<file path="config.mk">
export PLATFORM = sky130hd
export DESIGN_NAME = instr_fetch
export DESIGN_NICKNAME = d
export VERILOG_FILES = /design/src/rtl/instr_fetch_pkg.sv /design/src/rtl/fetch_fifo.sv /design/src/rtl/instr_fetch.sv
export SDC_FILE = /design/constraint.sdc
export NUM_CORES = 1
export LEC_CHECK = 0
export CORE_MARGIN = 3
export CORE_UTILIZATION = 32
export CTS_BUF_LIST = sky130_fd_sc_hd__clkbuf_16
export DETAILED_ROUTE_END_ITERATION = 8
export HOLD_SLACK_MARGIN = 0.15
export SKIP_LAST_GASP = 1
export SLEW_MARGIN = 10
export SYNTH_ARGS = -nofsm -noshare
export SYNTH_HDL_FRONTEND = slang
export SYNTH_SLANG_ARGS = --single-unit
</file>
<file path="constraint.sdc">
create_clock -name clk -period 3.7 [get_ports clk]
set_input_delay 0.74 -clock clk [delete_from_list [all_inputs] [get_ports clk]]
set_output_delay 0.74 -clock clk [all_outputs]
set_load 0.02 [all_outputs]
</file>
<file path="src/rtl/instr_fetch_pkg.sv">
// Shared types for the instruction fetch unit: FSM states, default widths
// and the fetch queue entry layout.
package instr_fetch_pkg;

  localparam int DATA_W_DEF = 16;
  localparam int ADDR_W_DEF = 16;
  localparam int DEPTH_DEF  = 2;

  typedef enum logic [1:0] {
    IDLE,
    REQ,
    DRAIN
  } fetch_state_e;

  typedef struct packed {
    logic [ADDR_W_DEF-1:0] pc;
    logic [DATA_W_DEF-1:0] instr;
  } fetch_entry_t;

endpackage

</file>
<file path="src/rtl/fetch_fifo.sv">
// Small synchronous FIFO holding fetched {pc, instr} pairs for decode.
// Flush clears the queue and wins over a push in the same cycle.
module fetch_fifo
  import instr_fetch_pkg::*;
#(
  parameter int DEPTH = DEPTH_DEF,
  localparam int PTR_W = (DEPTH > 1) ? $clog2(DEPTH) : 1,
  localparam int CNT_W = $clog2(DEPTH + 1)
) (
  input  logic             clk,
  input  logic             rst,
  input  logic             push,
  input  fetch_entry_t     push_data,
  input  logic             pop,
  input  logic             flush,
  output logic [CNT_W-1:0] count,
  output fetch_entry_t     head
);

  fetch_entry_t     mem [DEPTH];
  logic [PTR_W-1:0] wr_ptr;
  logic [PTR_W-1:0] rd_ptr;
  logic             do_push;
  logic             do_pop;

  function automatic logic [PTR_W-1:0] next_ptr(input logic [PTR_W-1:0] p);
    return (p == PTR_W'(DEPTH - 1)) ? '0 : p + PTR_W'(1);
  endfunction

  assign do_pop  = pop && (count != '0);
  // A full queue can still take a push when the head leaves in the same cycle.
  assign do_push = push && ((count != CNT_W'(DEPTH)) || do_pop);
  assign head    = mem[rd_ptr];

  always_ff @(posedge clk or negedge rst) begin
    if (!rst) begin
      wr_ptr <= '0;
      rd_ptr <= '0;
      count  <= '0;
      for (int i = 0; i < DEPTH; i++) mem[i] <= '0;
    end else if (flush) begin
      wr_ptr <= '0;
      rd_ptr <= '0;
      count  <= '0;
    end else begin
      if (do_push) begin
        mem[wr_ptr] <= push_data;
        wr_ptr      <= next_ptr(wr_ptr);
      end
      if (do_pop) rd_ptr <= next_ptr(rd_ptr);
      if (do_push && !do_pop)      count <= count + CNT_W'(1);
      else if (do_pop && !do_push) count <= count - CNT_W'(1);
    end
  end

endmodule

</file>
<file path="src/rtl/instr_fetch.sv">
// Instruction fetch unit: reads the PC, fetches over a req/ack handshake,
// queues results for decode and drives sequential or redirect PC writes.
module instr_fetch
  import instr_fetch_pkg::*;
#(
  parameter int DATA_W = DATA_W_DEF,
  parameter int ADDR_W = ADDR_W_DEF,
  parameter int DEPTH  = DEPTH_DEF
) (
  input  logic              clk,
  input  logic              rst,
  input  logic [ADDR_W-1:0] pc_cnt,
  output logic              pc_wr,
  output logic [ADDR_W-1:0] pc_data,
  output logic              imem_req,
  output logic [ADDR_W-1:0] imem_addr,
  input  logic              imem_ack,
  input  logic [DATA_W-1:0] imem_rdata,
  output logic              instr_valid,
  output logic [DATA_W-1:0] instr_data,
  output logic [ADDR_W-1:0] instr_pc,
  input  logic              instr_ready,
  input  logic              redir_valid,
  input  logic [ADDR_W-1:0] redir_target
);

  localparam int CNT_W = $clog2(DEPTH + 1);

  fetch_state_e      state;
  fetch_state_e      state_next;
  logic              req_next;
  logic [ADDR_W-1:0] addr_next;
  logic              pc_wr_next;
  logic [ADDR_W-1:0] pc_data_next;
  logic              push;
  logic              pop;
  logic [CNT_W-1:0]  count;
  logic              has_room;
  fetch_entry_t      push_entry;
  fetch_entry_t      head;

  assign has_room         = (count != CNT_W'(DEPTH));
  assign instr_valid      = (count != '0);
  assign pop              = instr_valid && instr_ready;
  assign push_entry.pc    = imem_addr;
  assign push_entry.instr = imem_rdata;
  assign instr_data       = head.instr;
  assign instr_pc         = head.pc;

  fetch_fifo #(
    .DEPTH(DEPTH)
  ) u_fifo (
    .clk       (clk),
    .rst       (rst),
    .push      (push),
    .push_data (push_entry),
    .pop       (pop),
    .flush     (redir_valid),
    .count     (count),
    .head      (head)
  );

  // Requests wait for a settled PC (no pending write) so pc_cnt is never stale.
  always_comb begin
    state_next   = state;
    req_next     = imem_req;
    addr_next    = imem_addr;
    pc_wr_next   = 1'b0;
    pc_data_next = pc_data;
    push         = 1'b0;
    unique case (state)
      IDLE: begin
        if (has_room && !pc_wr && !redir_valid) begin
          req_next   = 1'b1;
          addr_next  = pc_cnt;
          state_next = REQ;
        end
      end
      REQ: begin
        if (imem_ack) begin
          req_next   = 1'b0;
          state_next = IDLE;
          if (!redir_valid) begin
            push         = 1'b1;
            pc_wr_next   = 1'b1;
            pc_data_next = imem_addr + ADDR_W'(1);
          end
        end else if (redir_valid) begin
          state_next = DRAIN;
        end
      end
      DRAIN: begin
        if (imem_ack) begin
          req_next   = 1'b0;
          state_next = IDLE;
        end
      end
      default: state_next = IDLE;
    endcase
    if (redir_valid) begin
      pc_wr_next   = 1'b1;
      pc_data_next = redir_target;
    end
  end

  always_ff @(posedge clk or negedge rst) begin
    if (!rst) begin
      state     <= IDLE;
      imem_req  <= 1'b0;
      imem_addr <= '0;
      pc_wr     <= 1'b0;
      pc_data   <= '0;
    end else begin
      state     <= state_next;
      imem_req  <= req_next;
      imem_addr <= addr_next;
      pc_wr     <= pc_wr_next;
      pc_data   <= pc_data_next;
    end
  end

endmodule

</file>
==> reports/results.tsv <==
stage	metric	value	unit
status	status	finished, final reports clean	
logic_synthesis	syn_area	4880	µm²
worst_setup_path	worstSetupPathType	flip-flop to output port	
drt	drc	0	
layout	nFillCells	1360	
layout	final_util	44.2	%
layout	antennaDiodeCount	0	
worst_setup_path	cp_slowest_cell	dfrtp_2	
clock_network	post_cts_buffers	0	
layout	fin_area	6520	µm²
clock_network	htreeDepth	3	
worst_setup_path	crit_chain	buf_4, mux2_2, clkdlybuf4s50_1	
clock_network	cts_tree	done	
floorplan	die_w	130	µm
place	dpl.hpwl	8.22	mm
hold_path	hp-class	input pin to asynchronous set/reset pin	
worst_setup_path	crit_path_start_kind	flip-flop	
place	place.gp.congestion	0.732	
drt	drt-initial-drc-count	179	
grt	gr-usage-all-layers	14.4	%
power	leakage	2.83	nW
logic_synthesis	syn_nets	433	
logic_synthesis	synthArstFlopShare	100	%
layout	multi_input_area	2140	µm²
drt	vias_per_cell	4.84	
sta	fin_tns_setup	0	ns
sta	max-slew-margin-rel	43.4	%
clock_network	cts_num_sinks	104	
floorplan	start_util	33.1	%
logic_synthesis	synth_most_common_cell	dfrtp_1	
grt	grt_pass1_vias	3478	
worst_setup_path	crit_start	u_fifo.rd_ptr$_DFFE_PN0P_	
logic_synthesis	ys_seq_area_share	53.3	%
grt	grt_pass1_wl	18.5	mm
sta	tightestPinTransition	0.845	ns
grt	grt.overflow.total	0	
sta	finalWorstPathRequiredPeriod	3.05	ns
sta	worst_slack	0.650	ns
clock_network	cts_resized	0	
clock_network	clk-insertion-delay-late	0.35	ns
place	port_buffers	119	
clock_network	numCtsBuffers	9	
clock_network	clockBufferDepth	2	
drt	via_count	3289	
sta	rsz0062_at_grt	false	
floorplan	core_area	14800	µm²
layout	nets	550	
clock_network	cts_root_buffer	clkbuf_16	
logic_synthesis	synth_common_cells	dfrtp_1 (104), mux2_2 (93), nand2_1 (26), o21ai_0 (21)	
layout	final-seq-area	2600	µm²
place	place_ws	0.581	ns
logic_synthesis	synth_top_area_share	53.3	%
sta	finalHoldViolations	0	
layout	area_growth	33.6	%
place	placed_area	6240	µm²
power	max-vdd-ir-drop	0.363	mV
sta	max_freq	328	MHz
worst_setup_path	cpPeakStageDelay	0.72	ns
worst_setup_path	cp_max_fo	22	
drt	wl	11.7	mm
worst_setup_path	worstPathArrival	2.31	ns
sta	fin_worst_skew	0.00714	ns
sta	setup_violations	0	
clock_network	hold_buffers	0	
logic_synthesis	synth_edf_count	0	
grt	antenna_found_initial	0	
logic_synthesis	yosysTopAreaCell	dfrtp_1	
logic_synthesis	synth_warnings	0	
logic_synthesis	netlist_instances	374	
sta	slew_violations	0	
drt	ant_nets	0	
clock_network	clkTransAtPathRegs	0.07	ns
worst_setup_path	r2r_start	state[1]$_DFFE_PN0P_	
job	maxCapViolCount	0	
grt	grt_max_degree	57	
floorplan	dieHeight	130	µm
floorplan	fp.dieArea	16800	µm²
floorplan	rows	44	
logic_synthesis	synth_cell_types	41	
worst_setup_path	endpoint_kind	output port	
drt	avgRoutedWirePerCell	17.2	µm
power	powerDensity	805	nW/µm²
layout	drive_gt1_share	27.4	%
logic_synthesis	ys_ff_latch	104	
worst_setup_path	required	2.96	ns
logic_synthesis	avgSynthCellArea	13.1	µm²
sta	post-route-period-util	82.4	%
floorplan	num_io_pins	120	
drt	first_pass_iters	4	
logic_synthesis	synthTopCellsByArea	dfrtp_1 (53%), mux2_2 (21%), mux2_4 (3.1%), mux2_1 (2.3%), o21ai_0 (2.2%)	
logic_synthesis	ys.flop_type	dfrtp_1	
worst max-delay path, delay by kind of cell (launching register included):
kind     cells  cell delay, ns
buf+inv      2            0.87
flops        1            0.72
mux          1            0.36
layout by cell type (no fill, tap or decap), drive strengths merged, types with 3 or more instances in the layout:
| cell type | n |
|---|---|
| xnor2 | 7 |
| nor2b | 3 |
| clkdlybuf4s50 | 118 |
| mux2 | 113 |
| buf | 6 |
| clkinv | 4 |
| clkbuf | 9 |
| ha | 6 |
| a21oi | 9 |
| xor2 | 8 |
| nor3 | 4 |
| inv | 9 |
| nand2 | 29 |
| o221ai | 4 |
| nand3 | 8 |
| and3 | 7 |
| o21ai | 22 |
| nor2 | 10 |
| dfrtp | 104 |
per-layer routing:
| layer | wire length [µm] | global-route usage (%) | part of all wire, % | vias to the layer above |
|---|---|---|---|---|
| met5 | 0 | 0 | 0 | - |
| met4 | 164 | 4.34 | 1.4 | 0 |
| met3 | 609 | 4.08 | 5.2 | 16 |
| met2 | 5460 | 22.6 | 47 | 79 |
| met1 | 5490 | 19.4 | 47 | 1637 |
| li1 | - | - | - | 1557 |
state kept, by name (all words and copies together), names as in the netlist:
name / count
u_fifo.count: 2
pc_wr: 1
pc_data: 16
u_fifo.mem: 64
u_fifo.wr_ptr: 1
imem_req: 1
imem_addr: 16
state: 2
u_fifo.rd_ptr: 1
area by class of cell:
type | instances | area share, %
sequential | 104 | 39.9
clock inverter | 7 | 0.844
timing repair buffer | 124 | 19.0
inverter | 7 | 0.403
clock buffer | 9 | 3.45
tap | 184 | 3.53
multi-input combinational | 245 | 32.8
cell families (layout without fill, tap and decap cells):
group,Yosys count,in the layout,share of synthesized area [%]
buffers and inverters,25,147,2.79
muxes,115,115,27.2
DFF,104,104,53.3
AOI/OAI and AO/OA,38,38,4.38
and+or+nand+nor,71,71,8.02
adders and majority gates,6,6,1.54
xor gates and xnor gates,15,15,2.69
metrics by stage:
step / std cells / total power, W / hold WS (ns)
floorplan: 374 / 0.00333 / 0.444
global placement: 664 / 0.00432 / 0.465
detailed placement: 664 / 0.00438 / 0.476
CTS: 680 / 0.00532 / 0.428
global route: 680 / 0.00559 / 0.454
finish: 680 / 0.00525 / 0.410
final timing paths:
check | endpoint | slack, ns | cells past startpoint
max in group asynchronous | imem_addr[10]$_DFFE_PN0P_ | 2.57 | 2
hold reg to reg | u_fifo.mem[34]$_DFFE_PN0P_ | 0.48 | 1
min in group clk | u_fifo.mem[34]$_DFFE_PN0P_ | 0.48 | 1
hold / removal | imem_req$_DFFE_PN0P_ | 0.41 | 1
setup reg to reg | u_fifo.mem[4]$_DFFE_PN0P_ | 1.12 | 7
setup / recovery | instr_data[5] | 0.65 | 3
power breakdown:
group          switching (W)  total (W)  leakage, nW  internal, W
clock network       0.000405   0.000918        0.147     0.000513
logic                0.00103    0.00232         1.39      0.00128
registers           0.000411    0.00201         1.29      0.00160
Power figures use the tool's default switching activity.
==> RTL change (same settings) <==
Add an input register stage for `redir_target`, with the module's reset; this delays it by one clock. The other inputs are not delayed to match.
--- a/src/rtl/instr_fetch.sv
+++ b/src/rtl/instr_fetch.sv
@@ -25,6 +25,16 @@
 );
 
   localparam int CNT_W = $clog2(DEPTH + 1);
+
+  logic [ADDR_W-1:0] redir_target_q;
+
+  always_ff @(posedge clk or negedge rst) begin
+    if (!rst) begin
+      redir_target_q <= '0;
+    end else begin
+      redir_target_q <= redir_target;
+    end
+  end
 
   fetch_state_e      state;
   fetch_state_e      state_next;
@@ -99,7 +109,7 @@
     endcase
     if (redir_valid) begin
       pc_wr_next   = 1'b1;
-      pc_data_next = redir_target;
+      pc_data_next = redir_target_q;
     end
   end
 
Behaviour: not the same (Yosys sat finds a counterexample within 4 cycles, from zero or initial values and one cycle with rst low).
==> RTL change against the original RTL <==
- routed wire length is 3.7% higher
- total power is 23% higher
- hold slack improved by 0.049 ns
- first-iteration DRC count fell by 7.3%
- sequential power is 10% higher
- setup slack got worse by 0.047 ns
- sequential cell count increased by 16
- clock power up 110%
- non-clock buffer count is 1 higher
- final area up 12%
- fmax decreased by 1.5%
- area after synthesis grew 6.7%
- critical path type unchanged
==> RTL change: results (changes against the original RTL) <==
clocking:
  clockRootBuffer: "clkbuf_16"
  cts_buffers: 17  # +8
  htreeDepth: 4  # +1
  clock_latency_ns: 0.41  # +0.06 ns
drt:
  vias: 3457  # +5.1%
  dr_wl_met2_mm: 6.225  # +14%
  drt_iter0_markers: 166  # -7.3%
  met3WireLength_um: 671  # +10%
  wl_per_cell_um: 16.43  # -4.7%
global_route:
  grt_max_degree: 74  # +30%
  grt_pass1_wl_mm: 19.50  # +5.1%
  grt_pass1_vias: 3730  # +7.2%
  use_met1: 0.1689  # -0.02554
  use_met2: 0.2415  # +0.01593
  groute.layer.met3.usage: 0.04985  # +0.009041
  grt_usage: 0.1416  # -0.002084
timing:
  worst_clock_skew_ns: 0.006031  # -0.001105 ns
  setup_slack_ns: 0.6036  # -0.04671 ns
  worstMarginPinSlew_ns: 0.9342  # +0.08874 ns
  finalHoldWorstSlack_ns: 0.4590  # +0.04941 ns
placed_design:
  hpwlAfterDp_mm: 8.236  # +0.20%
  dpl.cell_count: 708  # +6.6%
  pre_cts_ws_ns: 0.5494  # -0.03204 ns
  place_congestion: 0.7382  # +0.87%
pwr:
  power.leakage_nw: 3.136  # +11%
  peakVddDrop_mv: 0.4468  # +23%
worst_setup_path:
  reg2reg_slack_ns: 1.10  # -0.02 ns
  worst_path_largest_cell_delay_ns: 0.74  # +0.02 ns
  rr_endpoint: "u_fifo.mem[19]$_DFFE_PN0P_"
  path_max_fanout: 21  # -4.5%
  cp.arrival_ns: 2.36  # +0.05 ns
  r2r_cells: 7  # unchanged
final_layout:
  fillCellCount: 1448  # +6.5%
  antennaDiodeCount: 0  # unchanged
  drive_gt1_frac: 0.2863  # +0.01207
  final_nets: 570  # +3.6%
  fin_cells: 740  # +8.8%
run_status:
  status: "finished clean"
synth:
  synth_xor_area_frac: 0.02522  # -0.001700
  synth.area.mux_share: 0.2462  # -0.02634
  synthCells: 387  # +3.5%
  yosys-top-cells-area: "dfrtp_1 58%, mux2_2 23%, nand2_1 2.2%"
  synth_nets: 446  # +3.0%
  synth_compound_area_frac: 0.04299  # -0.0008474
  ys_types: 36  # -12%
  synth_seq_area_share: 0.5764  # +0.04317
  synth_commonest_cells: "120 x dfrtp_1, 108 x mux2_2, 30 x nand2_1"
  yosys.area.top_type: "dfrtp_1"
-- RTL change: cells by family (layout without fill, tap and decap cells) --
kind of cell | Yosys count | after routing
mux | 114 | 114
compound gates | 37 | 37
xor+xnor | 15 | 15
buf+inv | 25 | 162
fa+ha+maj | 6 | 6
flops | 120 | 120
simple gates | 70 | 70
-- RTL change: report_power, final --
group	internal [W]	switching, W
Clock	0.00139	0.000580
Combinational	0.00126	0.00103
Sequential	0.00179	0.000417
Total	0.00445	0.00203
-- RTL change: worst max-delay path: cells and delay by family (launching register included) --
kind | cells | cell delay, ns
flip-flops | 1 | 0.74
multiplexers | 1 | 0.35
buffers and inverters | 2 | 0.83
-- RTL change: final cells by class --
class / count / area [um2] / area share
flip-flops and latches: 120 / 3003 / 0.4112
multi-input cells: 242 / 2059 / 0.2820
repair buffers: 125 / 1246 / 0.1706
clock buffers: 17 / 425.4 / 0.05825
clock inverters: 15 / 280.3 / 0.03838
well taps: 216 / 270.3 / 0.03701
inverters: 5 / 18.77 / 0.002570
